===== src/rtl/muldiv_ctrl.sv =====
`default_nettype none
// ============================================================================
// Module   : muldiv_ctrl
// Purpose  : IDLE/RUN/DONE sequencer for a multi-cycle M-extension unit;
//            raises the pipeline stall and issues the writeback pulse.
// Options  : MULDIV_EARLY_OUT_EN - divide-by-zero finishes after one RUN cycle
// Revision : 1.0 - initial release
// ============================================================================
module muldiv_ctrl #(
  parameter int unsigned MUL_LAT = 3,
  parameter int unsigned DIV_LAT = 33
) (
  input  logic       clk,
  input  logic       rst,
  input  logic       E_md_req_i,
  input  logic [2:0] E_md_op_i,
  input  logic [4:0] E_dstE_i,
  input  logic       E_div_zero_i,
  input  logic       flush_i,
  output logic       unit_start_o,
  output logic [2:0] unit_op_o,
  output logic       unit_step_o,
  output logic       md_stall_o,
  output logic       md_wb_valid_o,
  output logic [4:0] md_dstE_o,
  output logic       busy_o
);

  localparam logic [1:0] S_IDLE = 2'd0;
  localparam logic [1:0] S_RUN  = 2'd1;
  localparam logic [1:0] S_DONE = 2'd2;

  localparam logic [5:0] c_MUL_LOAD = 6'(MUL_LAT - 1);
  localparam logic [5:0] c_DIV_LOAD = 6'(DIV_LAT - 1);

  logic [1:0] r_state;
  logic [5:0] r_cnt;
  logic [2:0] r_op;
  logic [4:0] r_dst;

  logic       w_issue;
  logic       w_early;
  logic [5:0] w_load;

`ifdef MULDIV_EARLY_OUT_EN
  assign w_early = E_md_op_i[2] & E_div_zero_i;
`else
  logic w_unused;
  assign w_unused = E_div_zero_i;
  assign w_early  = 1'b0;
`endif

  assign w_issue = (r_state == S_IDLE) & E_md_req_i & ~flush_i;

  always_comb begin
    w_load = E_md_op_i[2] ? c_DIV_LOAD : c_MUL_LOAD;
    if (w_early) begin
      w_load = 6'd0;
    end
  end

  // Counter holds LAT-1 on entry so RUN lasts exactly LAT cycles.
  always_ff @(posedge clk or posedge rst) begin
    if (rst) begin
      r_state <= S_IDLE;
      r_cnt   <= 6'd0;
      r_op    <= 3'd0;
      r_dst   <= 5'd0;
    end else begin
      case (r_state)
        S_IDLE: begin
          if (w_issue) begin
            r_op    <= E_md_op_i;
            r_dst   <= E_dstE_i;
            r_cnt   <= w_load;
            r_state <= S_RUN;
          end
        end
        S_RUN: begin
          if (flush_i) begin
            r_cnt   <= 6'd0;
            r_state <= S_IDLE;
          end else if (r_cnt == 6'd0) begin
            r_state <= S_DONE;
          end else begin
            r_cnt <= r_cnt - 6'd1;
          end
        end
        S_DONE: begin
          r_state <= S_IDLE;
        end
        default: begin
          r_cnt   <= 6'd0;
          r_state <= S_IDLE;
        end
      endcase
    end
  end

  // The stall in DONE is dropped so the finished instruction can leave E.
  assign md_stall_o    = w_issue | ((r_state == S_RUN) & ~flush_i);
  assign unit_start_o  = w_issue & ~rst;
  assign unit_step_o   = (r_state == S_RUN);
  assign md_wb_valid_o = (r_state == S_DONE);
  assign busy_o        = (r_state != S_IDLE);
  assign unit_op_o     = r_op;
  assign md_dstE_o     = r_dst;

endmodule
`default_nettype wire

===== config.mk =====
export PLATFORM = sky130hd
export DESIGN_NAME = muldiv_ctrl
export DESIGN_NICKNAME = d
export VERILOG_FILES = /design/src/rtl/muldiv_ctrl.sv
export SDC_FILE = /design/constraint.sdc
export NUM_CORES = 1
export LEC_CHECK = 0
export BUFFER_PORTS_ARGS = -buffer_cell sky130_fd_sc_hd__buf_4
export CAP_MARGIN = 20
export CORE_UTILIZATION = 28
export CTS_BUF_LIST = sky130_fd_sc_hd__clkbuf_2
export CTS_CLUSTER_SIZE = 30
export DETAILED_ROUTE_END_ITERATION = 10
export GPL_TIMING_DRIVEN = 0
export SYNTH_ARGS = -nofsm -noshare
export SYNTH_HDL_FRONTEND = slang
export SYNTH_SLANG_ARGS = --single-unit

===== constraint.sdc =====
create_clock -name clk -period 2 [get_ports clk]
set_input_delay 0.4 -clock clk [delete_from_list [all_inputs] [get_ports clk]]
set_output_delay 0.4 -clock clk [all_outputs]
set_load 0.02 [all_outputs]

==> impl_metrics.py <==
metrics = {
    "grt": {
        "antenna_found_initial": 0,
        "use_met2_pct": 19.8,
        "grt_overflow": 0,
        "grtUsageMet1_pct": 14.9,
        "grt_pass1_vias": 699,
        "track_usage_pct": 11.7,
        "grt.busiest_layer": "met2",
        "grt_pass1_wl_um": 2950,
        "grt_start_max_net_pins": 17,
        "gr-usage-met3_pct": 4.31,
    },
    "worst_setup_path": {
        "arrival_ns": 1.51,
        "critPathKind": "flop to primary output",
        "required_ns": 1.60,
        "reg2reg_slack_ns": 0.17,
        "r2r_cells": 7,
        "worstSetupStartpointType": "flop",
        "worstReg2RegStart": "r_cnt[0]$_DFFE_PP0P_",
        "critPathCaptureType": "primary output",
        "crit_path_max_fanout": 10,
        "r2r-end": "r_cnt[3]$_DFFE_PP0P_",
    },
    "synthesis": {
        "synth_fa_ha_area_share_pct": 2.94,
        "synth_top_family_by_area": "simple AND/OR/NAND/NOR gates",
        "syn-num-nets": 110,
        "yosys_warnings": 0,
        "synth-compound-area-share_pct": 12.2,
        "ys_ff_latch": 16,
        "ys_types": 33,
        "synth_cells": 95,
        "syn_avg_cell_area_um2": 8.96,
        "synth-xor-area-share_pct": 0,
        "synthMuxAreaShare_pct": 1.18,
        "yosysSeqAreaShare_pct": 47.1,
        "synth-simple-area-share_pct": 30.7,
        "syn_area_um2": 851,
    },
    "sta": {
        "setup-violations-final": 0,
        "fin_skew_ns": 0.00209,
        "holdWs_ns": 0.153,
        "slew_headroom_pct": 40.5,
        "tightest_slew_ns": 0.890,
        "fin_crit_ns": 1.91,
        "period_share_pct": 95.6,
        "drv_slew": 0,
        "max_freq_ghz": 0.523,
        "finalHoldViolations": 0,
        "worst_slack_ns": 0.0889,
    },
    "routing": {
        "drc": 2,
        "first_pass_iters": 7,
        "drt_iter0_markers": 25,
        "num_vias": 759,
        "wl_per_cell_um": 11.8,
        "post_drt_via_cell_ratio": 4.90,
        "wl_um": 1830,
        "antenna_left": 0,
    },
    "outcome": {
        "outcome": "finished with violations",
        "violations": "design-rule violations",
    },
    "clocking": {
        "htree_levels": 1,
        "cts_buffer_depth": 2,
        "cts_tree": "built",
        "numCtsBuffers": 3,
        "clkLatencyLatePin_ns": 0.30,
        "cts.sinks": 16,
        "path_clk_slew_ns": 0.17,
        "root_buffer": "clkbuf_2",
    },
    "pwr": {
        "p_per_area_nw_per_um2": 1230,
        "vdd_drop_max_v": 0.000652,
        "leakagePower_uw": 0.000565,
    },
    "finish": {
        "drive_gt1_share_pct": 29.0,
        "finish.utilization_pct": 39.1,
        "nNetsFinal": 140,
        "multi_input_area_um2": 400,
        "regArea_um2": 400,
        "syn_to_final_growth_pct": 30.0,
        "final_area_um2": 1110,
        "fill_cells": 284,
        "diodes": 0,
    },
    "placed_design": {
        "gp_congestion": 0.825,
        "io_buffers": 24,
        "hpwl_um": 1310,
        "dpl_cell_area_um2": 1070,
        "dpl_worst_slack_ns": 0.168,
    },
    "flow_run": {
        "drv_cap": 0,
    },
    "floorplan": {
        "rows": 19,
        "design.die.area_um2": 3260,
        "core_um2": 2830,
        "fp.dieW_um": 57.1,
        "pin_count": 26,
        "die_y_um": 57.1,
        "initial_utilization_pct": 30.1,
    },
    "worst_hold_path": {
        "hold_class": "input pin to asynchronous set/reset pin",
    },
}
==> critical path, stage by stage, from the launching register on <==
cell	delay, ns
dfrtp_1	0.52
nor2_4	0.15
nand3b_1	0.13
buf_6	0.17
nor2_1	0.09
buf_4	0.14
==> logic make-up (layout without fill, tap and decap cells) <==
group / after synthesis / in the layout
compound gates: 15 / 15
fa+ha+maj: 2 / 2
buf+inv: 9 / 38
flops: 16 / 16
mux: 1 / 1
simple gates: 52 / 52
==> per-stage QoR <==
step / std cells / TNS (ns) / total power (µW)
2_1_floorplan: 95 / 0 / 974
3_3_place_gp: 150 / 0 / 1190
3_5_place_dp: 150 / 0 / 1200
4_1_cts: 155 / 0 / 1360
5_1_grt: 155 / -0.0159 / 1470
6_report: 155 / 0 / 1360
==> cell type report <==
type / count / area share, %
buffer: 4 / 3.39
clock buffer: 3 / 1.36
clock inverter: 1 / 0.339
inverter: 4 / 1.36
multi-input combinational: 70 / 36.2
sequential: 16 / 36.2
tap: 31 / 3.51
timing repair buffer: 26 / 17.6
==> worst max-delay path by stage <==
stage	from	endpoint	cells past startpoint
finish	r_state[1]$_DFFE_PP0P_	unit_start_o	5
global route	r_state[1]$_DFFE_PP0P_	unit_start_o	5
CTS	r_state[1]$_DFFE_PP0P_	unit_start_o	6
global placement	flush_i	r_cnt[2]$_DFFE_PP0P_	5
detailed placement	flush_i	r_cnt[2]$_DFFE_PP0P_	5
floorplan	r_cnt[0]$_DFFE_PP0P_	r_cnt[3]$_DFFE_PP0P_	7
==> per-layer routing <==
layer  up-vias  part of all wire (%)  wire [µm]
li1        383                     -          -
met1       350                    48        879
met2        24                    46        841
met3         2                   5.1         93
met4         0                  0.66         12
met5         -                     0          0
==> placed cells by master (no fill, tap or decap), types with 2 or more instances in the layout <==
| cell type | instances |
|---|---|
| or4_1 | 2 |
| nand3b_1 | 2 |
| nor2b_1 | 2 |
| buf_6 | 3 |
| ha_1 | 2 |
| clkbuf_2 | 3 |
| nor2_1 | 6 |
| dfrtp_1 | 16 |
| o31ai_1 | 2 |
| o21ai_0 | 5 |
| or3_1 | 2 |
| buf_4 | 26 |
| nand2_1 | 28 |
| inv_1 | 4 |
==> report_power, final <==
part | leakage, µW | switching (µW) | total [µW] | internal (µW)
clock network | 0.0000140 | 112 | 156 | 43.5
registers | 0.000203 | 87.4 | 525 | 438
logic | 0.000348 | 371 | 682 | 311
total | 0.000565 | 570 | 1360 | 793
==> synthesized netlist by cell type <==
cell | number | area (µm²)
nor4b_2 | 1 | 15.0
nor2_4 | 1 | 11.3
mux2i_1 | 1 | 10.0
clkbuf_1 | 2 | 7.51
nor3b_1 | 1 | 7.51
inv_1 | 4 | 15.0
or3_1 | 2 | 12.5
o21a_1 | 1 | 7.51
nand2_1 | 28 | 105
buf_2 | 1 | 5.00
a311o_1 | 1 | 10.0
a21oi_1 | 1 | 5.00
nor2b_1 | 2 | 12.5
a21boi_1 | 1 | 7.51
nand3_1 | 1 | 5.00
o31ai_1 | 2 | 15.0
ha_1 | 2 | 25.0
nor4_1 | 1 | 6.26
nor2_1 | 6 | 22.5
and3_1 | 1 | 6.26
buf_6 | 2 | 22.5
dfrtp_1 | 16 | 400
or4_1 | 2 | 15.0
nand4_1 | 1 | 6.26
a21boi_0 | 1 | 7.51
nand3b_1 | 2 | 15.0
nor3_1 | 1 | 5.00
o41ai_1 | 1 | 8.76
nor4bb_1 | 1 | 10.0
or2_2 | 1 | 6.26
a21oi_2 | 1 | 8.76
o21ai_0 | 5 | 25.0
a22o_1 | 1 | 8.76
==> registers in the layout (all words and copies together), names as in the netlist <==
name,count
r_cnt,6
md_dstE_o,5
r_state,2
unit_op_o,3
==> repair_timing <==
item                                    4_1_cts  5_1_grt
buffers inserted                              1        1
pin swaps                                     1        1
resized for setup                             2        2
endpoints found under the setup margin        2        2
hold buffers                                  0        0
No activity file was read; power rests on OpenSTA's default activity.
